## src/rtl/pwm_fader.sv

```systemverilog
// pwm_fader: ramps a pwm duty value toward a commanded target, with optional 0<->target breathing.
module pwm_fader #(
  parameter int WIDTH = 8,
  parameter int DIV_WIDTH = 16
) (
  input  logic                 clk,
  input  logic                 rst,
  input  logic                 cmd_valid,
  output logic                 cmd_ready,
  input  logic [WIDTH-1:0]     cmd_target,
  input  logic [WIDTH-1:0]     cmd_step,
  input  logic [DIV_WIDTH-1:0] cmd_rate,
  input  logic                 cmd_breathe,
  output logic [WIDTH-1:0]     duty,
  output logic                 busy,
  output logic                 done
);
  typedef enum logic [1:0] {IDLE, RAMP, BREATHE} state_t;
  state_t state, state_n;
  logic [WIDTH-1:0] tgt, stp, goal, duty_n;
  logic [DIV_WIDTH-1:0] rate, cnt;
  logic [WIDTH:0] up, dn;
  logic accept, tick, hit, eb, same;
  assign cmd_ready = state != RAMP;
  assign busy = state != IDLE;
  assign accept = cmd_valid & cmd_ready;
  assign tick = busy && cnt == rate;
  assign eb = cmd_breathe && cmd_target != '0;
  assign same = cmd_target == duty;
  assign up = {1'b0, duty} + {1'b0, stp};
  assign dn = {1'b0, duty} - {1'b0, stp};
  assign hit = duty_n == goal;
  // goal is the current end point: target for fades, alternating target/0 while breathing
  always_comb begin
    duty_n = goal > duty ? (up > {1'b0, goal} ? goal : up[WIDTH-1:0])
                         : ((dn[WIDTH] || dn[WIDTH-1:0] < goal) ? goal : dn[WIDTH-1:0]);
    state_n = accept ? (eb ? BREATHE : (same ? IDLE : RAMP))
                     : ((tick && hit && state == RAMP) ? IDLE : state);
  end
  always_ff @(posedge clk) begin
    if (rst) begin
      state <= IDLE;
      duty <= '0;
      tgt <= '0;
      stp <= '0;
      goal <= '0;
      rate <= '0;
      cnt <= '0;
      done <= 1'b0;
    end else begin
      state <= state_n;
      done <= accept ? (!eb && same) : (tick && hit && state == RAMP);
      if (accept) begin
        tgt <= cmd_target;
        stp <= cmd_step == '0 ? WIDTH'(1) : cmd_step;
        rate <= cmd_rate;
        cnt <= '0;
        goal <= (eb && same) ? '0 : cmd_target;
      end else if (busy) begin
        cnt <= tick ? '0 : cnt + DIV_WIDTH'(1);
        if (tick) duty <= duty_n;
        if (tick && hit && state == BREATHE) goal <= goal == '0 ? tgt : '0;
      end
    end
  end
endmodule

```

## config.mk

```make
export PLATFORM = sky130hd
export DESIGN_NAME = pwm_fader
export DESIGN_NICKNAME = d
export VERILOG_FILES = /design/src/rtl/pwm_fader.sv
export SDC_FILE = /design/constraint.sdc
export NUM_CORES = 1
export LEC_CHECK = 0
export CORE_MARGIN = 2
export CORE_UTILIZATION = 53
export DETAILED_ROUTE_END_ITERATION = 8
export PLACE_DENSITY = 0.74
export SYNTH_ARGS = -nofsm -noshare
export SYNTH_HDL_FRONTEND = slang
export SYNTH_SLANG_ARGS = --single-unit
```

## constraint.sdc

```tcl
create_clock -name clk -period 3.2 [get_ports clk]
set_input_delay 0.64 -clock clk [delete_from_list [all_inputs] [get_ports clk]]
set_output_delay 0.64 -clock clk [all_outputs]
set_load 0.005 [all_outputs]
```

==> results of run 1 <==
## layer usage
layer / part of all wire / vias up
li1: - / 2476
met1: 0.45 / 2420
met2: 0.46 / 181
met3: 0.060 / 34
met4: 0.030 / 0
met5: 0 / -
## critical path, delay by kind of cell (launching register included)
kind / cells / cell delay (ps)
AO/OA/AOI/OAI: 7 / 1590
adder cells (fa/ha/maj): 3 / 800
AND/OR/NAND/NOR: 3 / 700
flip-flops: 1 / 360
buffers and inverters: 2 / 100
XOR/XNOR: 1 / 90
## registers in the layout, indices dropped and copies added (netlist names)
| signal | count |
|---|---|
| cnt | 16 |
| done | 1 |
| duty | 8 |
| goal | 8 |
| rate | 16 |
| state | 2 |
| stp | 8 |
| tgt | 8 |
## path summary, 6_finish.rpt
kind                                 to
worst max-delay path            goal[2]
worst min-delay path             tgt[5]
worst min register to register   tgt[5]
worst max register to register  goal[2]
## cells in the mapped netlist, types with 8 or more instances
| library cell | count | area [sq um] |
|---|---|---|
| nand2_1 | 99 | 371.6 |
| nand3_1 | 9 | 45.04 |
| or3_1 | 14 | 87.58 |
| xnor2_1 | 41 | 359.1 |
| dfxtp_1 | 67 | 1341 |
| inv_1 | 33 | 123.9 |
| a21oi_1 | 67 | 335.3 |
| o211ai_1 | 10 | 75.07 |
| nor3_1 | 9 | 45.04 |
| clkbuf_1 | 19 | 71.32 |
| ha_1 | 40 | 500.5 |
| nor2_1 | 42 | 157.7 |
| nand4_1 | 14 | 87.58 |
| xor2_1 | 16 | 140.1 |
| nor4_1 | 9 | 56.30 |
| nand2b_1 | 8 | 50.05 |
## repair_timing
action	4_1_cts	5_1_grt
gates cloned	2	0
endpoints found under the setup margin	18	18
setup buffers	6	5
pin swaps	33	21
resized for setup	32	22
## area by class of cell
class | count | area share
clock buffers | 9 | 0.01880
clock inverters | 7 | 0.01158
well taps | 111 | 0.02108
flip-flops and latches | 67 | 0.2053
inverters | 34 | 0.01937
multi-input cells | 498 | 0.5454
repair buffers | 139 | 0.1785
## power groups by stage
stage / clock [uW] / combinational (uW) / sequential (uW)
2_1_floorplan: 0 / 639 / 918
3_3_place_gp: 0 / 981 / 927
3_5_place_dp: 0 / 1000 / 928
4_1_cts: 766 / 1110 / 910
5_1_grt: 798 / 1280 / 915
6_report: 761 / 1190 / 911
## logic make-up after synthesis
kind of cell / count (synthesis) / share of synthesized area
simple gates: 244 / 0.2411
mux: 1 / 0.002265
xor+xnor: 58 / 0.1050
buf+inv: 66 / 0.05739
flops: 67 / 0.2698
fa+ha+maj: 42 / 0.1087
compound gates: 152 / 0.2157
## through the flow
step	total power [uW]	instance area [sq um]	TNS (ps)
after floorplan	1557	5014	-3428
final	2861	6589	-6674
after CTS	2789	6486	-5316
after global placement	1907	6073	-6817
after detailed placement	1932	6073	-8356
after global routing	2997	6589	-8706
==> results.md, run 1 <==
- Switching power share of the total: 0.3696
- Seq cells post-synth: 67
- Initial antenna violation count: 0
- Fill cells: 730
- Global routing's busiest layer: met2
- Clock power share: 0.266
- CTS tree: built
- Fin. Hold Viols: 0
- Clock skew: 13.73 ps
- FP Rows: 35
- Number of global-route vias before repair: 5097
- Layout cell share with drive strength beyond 1: 0.2321
- Clock latency on the worst-skew pair: 370 ps
- Multi-input logic area: 3593 sq um
- Gate count after technology mapping: 630
- Slew margin rel.: 0.3670
- Commonest non-fill, non-tap cell in the layout: nand2_1
- Critical-path cell list: inv_2 > ha_4 > inv_2 > fa_2 > a21o_1 > a22o_1 > nor2_2 > xnor2_2 > ha_1 > and4_1 > o21ai_2 > a211o_1 > or3_4 > a32o_2 > a41o_1 > a21oi_2
- Hold Buf Count CTS: 0
- H-tree levels: 3
- Tmin final: 3673 ps
- Seq. cell area: 1353 sq um
- DRT antenna net count: 0
- Utilization after layout: 0.7199
- Seq/Total Area, Yosys: 0.2698
- Failing checks: negative setup slack
- Fmax: 272.3 MHz
- Number of synthesized flops with an enable pin: 0
- Worst R2R Start: duty[0]
- NetSw: 1057 uW
- Flop pwr share: 0.318
- Final WS setup: -472.7 ps
- Max FO, Critical Path: 5
- Vias/cell: 5.909
- Worst hold path type: flip-flop to flip-flop
- Detail Placement HPWL: 11.24 mm
- Net count, final: 827
- Worst setup EP type: flip-flop
- Unique masters post-synth: 73
- Yosys warns: 0
- Pre-Repair DR Iteration Count: 5
- Antenna Cells: 0
- DIE HEIGHT: 100.8 microns
- Top Ports: 47
- Status: finished, violations left
- Final period util: 1.148
- Cell internal pwr: 1803 uW
- Most frequent cells in the layout: 98 x nand2_1, 87 x buf_4, 62 x dfxtp_1, 54 x a21oi_1, 45 x clkdlybuf4s50_1
- Largest net degree at the start of global routing: 36
- Global Route Usage Sum: 0.3139
- Critical path required time: 3510 ps
- Critical path launch point: duty[0]
- FF-to-FF path depth: 16
- Worst path max stage delay: 370 ps
- DRC Markers: 0
- Crit start category: flip-flop
- # clock sinks: 67
- GRT overflow: 0
- Vias: 5111
- Top_reg_cell synth: dfxtp_1
- RSZ-0062 raised after global routing: yes
- Most frequent cell on the critical path: inv_2
- Hold_sp: tgt[5]
- Slew @ Worst Pin: 947.5 ps
- First-pass GRT wire length: 24.80 mm
- Post-Layout Cell Count: 865
- Setup violators final: 18
- WL per Instance: 17.81 microns
- Root Buffer: clkbuf_8
- Max-cap violations: 0
- Pre-CTS setup slack: -532.9 ps
- Arrival @ worst endpoint: 3980 ps
- Inserted Clock Buffers: 9
- Dpl cells: 838
- Pleak: 0.002645 uW
- Starting Density: 0.5431
- Die ar.: 10170 sq um
- Area delta synth->final: 32.54%
- Met1 usage: 0.4126
- CTS max path bufs: 2
- Global placement routability congestion: 0.9262
- Post-Syn Area: 4971 sq um
- Reg2reg setup slack: -470 ps
- PwrDens: 434.2 nW/um^2
- DR iter-0 viols: 351
- Global-route met2 utilization: 0.5087
- Critical path class: flip-flop to flip-flop
- Final WL: 15.41 mm
- # port buffers: 46
- Fin Hold WS: 464.7 ps
- Gate power share: 0.415
- Cell depth of the worst hold path: 2
- Final Max Slew Viols: 0
- Max VDD drop: 0.3282 mV
- Core Box Area: 9153 sq um
- CTS clk-pin slew, worst paths: 90 ps
- Synth Area per Inst: 7.891 sq um
- Synth async-reset ratio: 0
- Met3 usage: 0.05548
- Die W: 100.8 microns
- Syn nets: 708
- Slowest cell on the critical path: or3_4
(Power assumes the default switching activity.)
==> inputs of run 2 (changes only) <==
- CORE_ASPECT_RATIO: unset -> 2
- CORE_UTILIZATION: 53 -> 35
- CTS_BUF_LIST: unset -> sky130_fd_sc_hd__clkbuf_8
- PLACE_DENSITY: 0.74 -> 0.51
==> run 2 against run 1 <==
Against the previous run: the flow still finishes with violations (negative setup slack); maximum frequency rose by 1.8%; count of clock-buffer cells in the layout rose by 1; final cell count rose by 11%; first-iteration DRC count fell by 60%; setup slack improved by 65 ps; non-clock buffer count rose by 16; wire length rose by 18%.
==> results.md, run 2 (synthesized netlist as in run 1, its figures left out) <==
- Global Route Usage Sum: 0.2457
- # port buffers: 46
- Most frequent cells in the layout: 101 x buf_4, 97 x nand2_1, 60 x dfxtp_1, 52 x a21oi_1, 45 x clkdlybuf4s50_1
- Failing checks: negative setup slack
- Placed Area: 6246 sq um
- # clock sinks: 67
- Pleak: 0.002744 uW
- Antenna Cells: 0
- Total Power: 2934 uW
- DR iter-0 viols: 142
- Top Ports: 47
- Slew @ Worst Pin: 676.3 ps
- Post-Layout Cell Count: 959
- Pre-CTS setup slack: -694.5 ps
- Critical path launch point: stp[0]
- Worst setup EP type: flip-flop
- Starting Density: 0.3579
- Die W: 88.27 microns
- GRT overflow: 0
- Slew margin rel.: 0.5461
- Vias/cell: 5.347
- CTS max path bufs: 2
- FF-to-FF path depth: 16
- Worst r2r dst: goal[5]
- DRT antenna net count: 0
- CTS clk-pin slew, worst paths: 70 ps
- Net count, final: 843
- Regs by FF count: cnt (16), rate (16)
- WL per Instance: 19.02 microns
- Detail Placement HPWL: 14.57 mm
- CP Capture Point: goal[5]
- Number of global-route vias before repair: 5303
- Max FO, Critical Path: 5
- Reg2reg setup slack: -410 ps
- CTS tree: built
- FP Rows: 61
- Final WS setup: -407.8 ps
- DIE HEIGHT: 172.5 microns
- Setup violators final: 18
- Final WL: 18.24 mm
- Post-route cell area: 6909 sq um
- Root Buffer: clkbuf_8
- Layout cell share with drive strength beyond 1: 0.2623
- Max VDD drop: 0.3255 mV
- Clock skew: 8.581 ps
- Max-cap violations: 0
- DRC Markers: 0
- Clock latency on the worst-skew pair: 360 ps
- Pre-Repair DR Iteration Count: 4
- Die ar.: 15230 sq um
- Final Max Slew Viols: 0
- Arrival @ worst endpoint: 3900 ps
- Status: finished, violations left
- Vias: 5128
- H-tree levels: 3
- Critical path class: flip-flop to flip-flop
- Global placement routability congestion: 0.9283
- Fin. Hold Viols: 0
- Core Box Area: 13890 sq um
- First-pass GRT wire length: 28.28 mm
- Tmin final: 3608 ps
- Critical path required time: 3490 ps
- PwrDens: 424.7 nW/um^2
- Crit start category: flip-flop
- Inserted Clock Buffers: 9
- Dpl cells: 926
- Worst R2R Start: stp[0]
- Worst hold path type: flip-flop to flip-flop
- Fmax: 277.2 MHz
- RSZ-0062 raised after global routing: yes
- Final period util: 1.127
- Largest net degree at the start of global routing: 36
- Commonest non-fill, non-tap cell in the layout: buf_4
- Area delta synth->final: 38.99%
- Initial antenna violation count: 0
-- run 2: worst min path at each step --
| stage | to | slack (ps) | cells past startpoint | start |
|---|---|---|---|---|
| floorplan | tgt[1] | 430 | 2 | tgt[1] |
| global placement | tgt[3] | 450 | 2 | tgt[3] |
| detailed placement | tgt[6] | 450 | 2 | tgt[6] |
| CTS | tgt[6] | 460 | 2 | tgt[6] |
| global route | tgt[2] | 480 | 2 | tgt[2] |
| finish | tgt[6] | 460 | 2 | tgt[6] |
-- run 2: timing repair --
action / in CTS / in global routing
endpoints found under the hold margin: 0 / 0
cloned: 2 / 0
hold buffers: 0 / 0
pin swaps: 39 / 14
buffers inserted: 12 / 5
endpoints found under the setup margin: 18 / 18
gates resized for setup: 51 / 22
-- run 2: final cells by class --
cell class,instances,area [sq um]
well taps,189,236.5
inverters,34,130.1
fillers,1397,6982
clock inverters,6,56.30
flip-flops and latches,67,1358
clock buffers,10,137.6
multi-input cells,498,3687
repair buffers,155,1304
-- run 2: critical path, stage by stage (launching register included) --
cell     delay [ps]
dfxtp_2         350
buf_6           100
ha_4            120
inv_2            40
fa_2            330
a21o_1          180
a22o_1          220
nor2_2          120
xnor2_2         100
ha_4            290
and4_4          240
o21ai_4          70
a211o_4         370
or3_4           360
a32o_2          340
a31o_1          200
a21oi_1         110
-- run 2: per-stage QoR --
step / hold slack, ps / setup TNS [ps] / utilization
floorplan: 432.1 / -3428 / -
CTS: 457.4 / -6526 / 0.4894
detailed placement: 449.6 / -10420 / 0.4496
global placement: 446.4 / -9499 / 0.4496
global route: 476.7 / -9284 / 0.4974
finish: 459.4 / -6280 / 0.4974
-- run 2: power breakdown --
part	switching (uW)	internal [uW]
combinational	692	627
sequential	40.0	871
clock	330	374
total	1060	1870
-- run 2: per-layer routing --
| layer | vias to the layer above | part of all wire | routed length, microns | GRT usage |
|---|---|---|---|---|
| met1 | 2439 | 0.33 | 6069 | 0.2291 |
| met4 | 0 | 0.096 | 1752 | 0.1881 |
| met5 | - | 0 | 0 | 0 |
| met2 | 122 | 0.55 | 9988 | 0.4577 |
| li1 | 2498 | - | - | - |
| met3 | 69 | 0.024 | 431 | 0.02625 |
==> inputs of run 3 (changes only) <==
- ABC_AREA: unset -> 1
- SKIP_CTS_REPAIR_TIMING: unset -> 1
==> run 3 against run 2 <==
Against the previous run: non-clock buffer count is 14 lower; design area grew 1.8%; sequential cell count is the same; clock skew increased by 2.4 ps; clock power increased by 0.7%; critical endpoint is now goal[6]; critical path depth is 8 higher; sequential power barely moved; maximum frequency is 0.91% higher; the run still ends with negative setup slack left; highest routed layer unchanged.
==> results.md, run 3 <==
- FF-to-FF path depth: 24
- H-tree levels: 3
- Critical path required time: 3450 ps
- DRC Markers: 0
- Synth async-reset ratio: 0
- Core Box Area: 13970 sq um
- Worst hold path type: flip-flop to flip-flop
- Top post-synthesis cells by area: dfxtp_1 27%, nand2_1 14%, ha_1 10%
- Pleak: 0.003286 uW
- Top_reg_cell synth: dfxtp_1
- Vias: 5584
- Setup_tns: -3389 ps
- Synth cell count leaders: 182 x nand2_1, 98 x inv_1, 84 x nor2_1
- Antenna Cells: 0
- Post-route cell area: 7037 sq um
- CTS max path bufs: 2
- WL per Instance: 17.69 microns
- Root Buffer: clkbuf_8
- RSZ-0062 raised after global routing: yes
- # clock sinks: 67
- # port buffers: 46
- Syn nets: 854
- Net count, final: 985
- Worst hold endpoint: tgt[2]
- Worst r2r dst: goal[6]
- Final Max Slew Viols: 0
- Reg2reg setup slack: -380 ps
- Failing checks: negative setup slack
- Clock power share: 0.245
- Post-Syn Area: 5019 sq um
- Flop pwr share: 0.316
- Clock skew: 10.99 ps
- NetSw: 1097 uW
- Number of global-route vias before repair: 5459
- Die W: 88.67 microns
- Area share of the largest cell type after synthesis: 0.2673
- CTS tree: built
- Setup violators final: 11
- FP Rows: 61
- Initial antenna violation count: 0
- Final WL: 19.47 mm
- Status: finished, violations left
- Pre-Repair DR Iteration Count: 5
- Worst setup EP type: flip-flop
- Fmax: 279.7 MHz
- Max-cap violations: 0
- Placed Area: 6344 sq um
- Regs by FF count: cnt (16), rate (16)
- Max FO, Critical Path: 8
- Critical path class: flip-flop to flip-flop
- Synth Area per Inst: 6.467 sq um
- Global placement routability congestion: 1.008
- Switching power share of the total: 0.3791
- Gate count after technology mapping: 776
- Cell internal pwr: 1796 uW
- Final WS setup: -375.1 ps
- Area delta synth->final: 40.21%
- Yosys warns: 0
- DIE HEIGHT: 173.3 microns
- Most common cell in the netlist: nand2_1
- Worst R2R Start: stp[2]
- Crit start category: flip-flop
- Hold_sp: tgt[2]
- DRT antenna net count: 0
- Max VDD drop: 0.1510 mV
- CTS clk-pin slew, worst paths: 70 ps
- Fill cells: 1462
- Starting Density: 0.3593
- Seq cells post-synth: 67
- Gate power share: 0.439
- Unique masters post-synth: 44
- Seq/Total Area, Yosys: 0.2673
- PwrDens: 411.1 nW/um^2
- Arrival @ worst endpoint: 3820 ps
- Final period util: 1.117
- Inserted Clock Buffers: 9
- Cell depth of the worst hold path: 2
- Largest net degree at the start of global routing: 62
- Slew margin rel.: 0.3715
- DR iter-0 viols: 294
- Layout cell share with drive strength beyond 1: 0.2434
- First-pass GRT wire length: 28.72 mm
- Commonest non-fill, non-tap cell in the layout: nand2_1
- Area leader, netlist: dfxtp_1
- Fin. Hold Viols: 0
- Tmin final: 3575 ps
- Clock latency on the worst-skew pair: 360 ps
- Die ar.: 15370 sq um
- Vias/cell: 5.072
- Slew @ Worst Pin: 941.6 ps
- GRT overflow: 0
- Utilization after layout: 0.5038
- Number of synthesized flops with an enable pin: 0
- Global Route Usage Sum: 0.2496
- Detail Placement HPWL: 15.44 mm
- Most frequent cells in the layout: 159 x nand2_1, 92 x inv_1, 89 x buf_4, 82 x nor2_1, 58 x dfxtp_1
- Top Ports: 47
run 3: changes by cell type in the layout (fill, tap and decap cells not counted), sizes merged, moves of 6 or more:
| cell | delta |
|---|---|
| nand2 | +87 |
| inv | +72 |
| nand3 | +61 |
| nor2 | +42 |
| xnor2 | -40 |
| o21ai | +35 |
| buf | -16 |
| a21oi | -15 |
| or3 | -14 |
| nand2b | -8 |
| nor2b | -8 |
| and2 | -7 |
| nor3 | +6 |
run 3: power groups by stage:
| stage | clock network, uW | logic (uW) | registers [uW] |
|---|---|---|---|
| after CTS | 721 | 1090 | 912 |
| after floorplan | 0 | 626 | 920 |
| after detailed placement | 0 | 1080 | 930 |
| after global routing | 753 | 1390 | 918 |
| after global placement | 0 | 1070 | 930 |
| final | 709 | 1270 | 913 |
run 3: worst max-delay path, cell delays in order, from the launching register on:
cell and delay [ps]:
dfxtp_2 340, inv_2 50, ha_4 310, inv_4 40, a21oi_4 150, nand2_2 90
nand2_2 110, o21bai_4 90, inv_2 50, nand2_2 40, nand2_2 100, inv_2 50
ha_4 240, and3_4 170, nand4_1 140, nand2_4 200, nand2_8 100, nand2_2 90
o211ai_1 190, nand3_1 180, nand3_2 110, nor2_4 190, nand3_4 170, a21oi_1 200
nor2_1 60
run 3: worst max path at each step:
stage           start       to  cells after the start
3_5_place_dp   stp[4]  goal[6]                     20
6_report       stp[2]  goal[6]                     24
5_1_grt        stp[2]  goal[3]                     25
2_1_floorplan  stp[2]  goal[0]                     30
3_3_place_gp   stp[4]  goal[1]                     21
4_1_cts        stp[5]  goal[6]                     22
run 3: routing by layer:
metal  routed length (microns)  global-route usage  up-vias
met5                         0                   0        -
met4                      1204              0.1540        0
met3                       513             0.02476       55
met2                     10950              0.4711      124
met1                      6804              0.2445     2595
li1                          -                   -     2810
run 3: cell type report:
cell class              count  area, sq um  area share
clock buffers              10        137.6     0.01956
clock inverters             6        57.56    0.008179
inverters                 104        395.4     0.05619
multi-input cells         584         3625      0.5151
flip-flops and latches     67         1358      0.1929
well taps                 189        236.5     0.03361
repair buffers            141         1227      0.1744
run 3: cell families after synthesis:
logic type | Yosys count | synth area share
compound gates | 128 | 0.1449
xor+xnor | 18 | 0.03141
fa+ha+maj | 42 | 0.1077
buf+inv | 127 | 0.1005
flops | 67 | 0.2673
simple gates | 394 | 0.3483
run 3: metrics by stage:
step | hold WS, ps | setup slack (ps) | power (uW) | std cells
CTS | 479.8 | -475.6 | 2719 | 1092
finish | 479.6 | -375.1 | 2893 | 1101
global route | 515.3 | -586.8 | 3058 | 1101
floorplan | 443.7 | 0.2507 | 1546 | 776
global placement | 461.0 | -376.1 | 2004 | 1076
detailed placement | 468.5 | -463.0 | 2013 | 1076
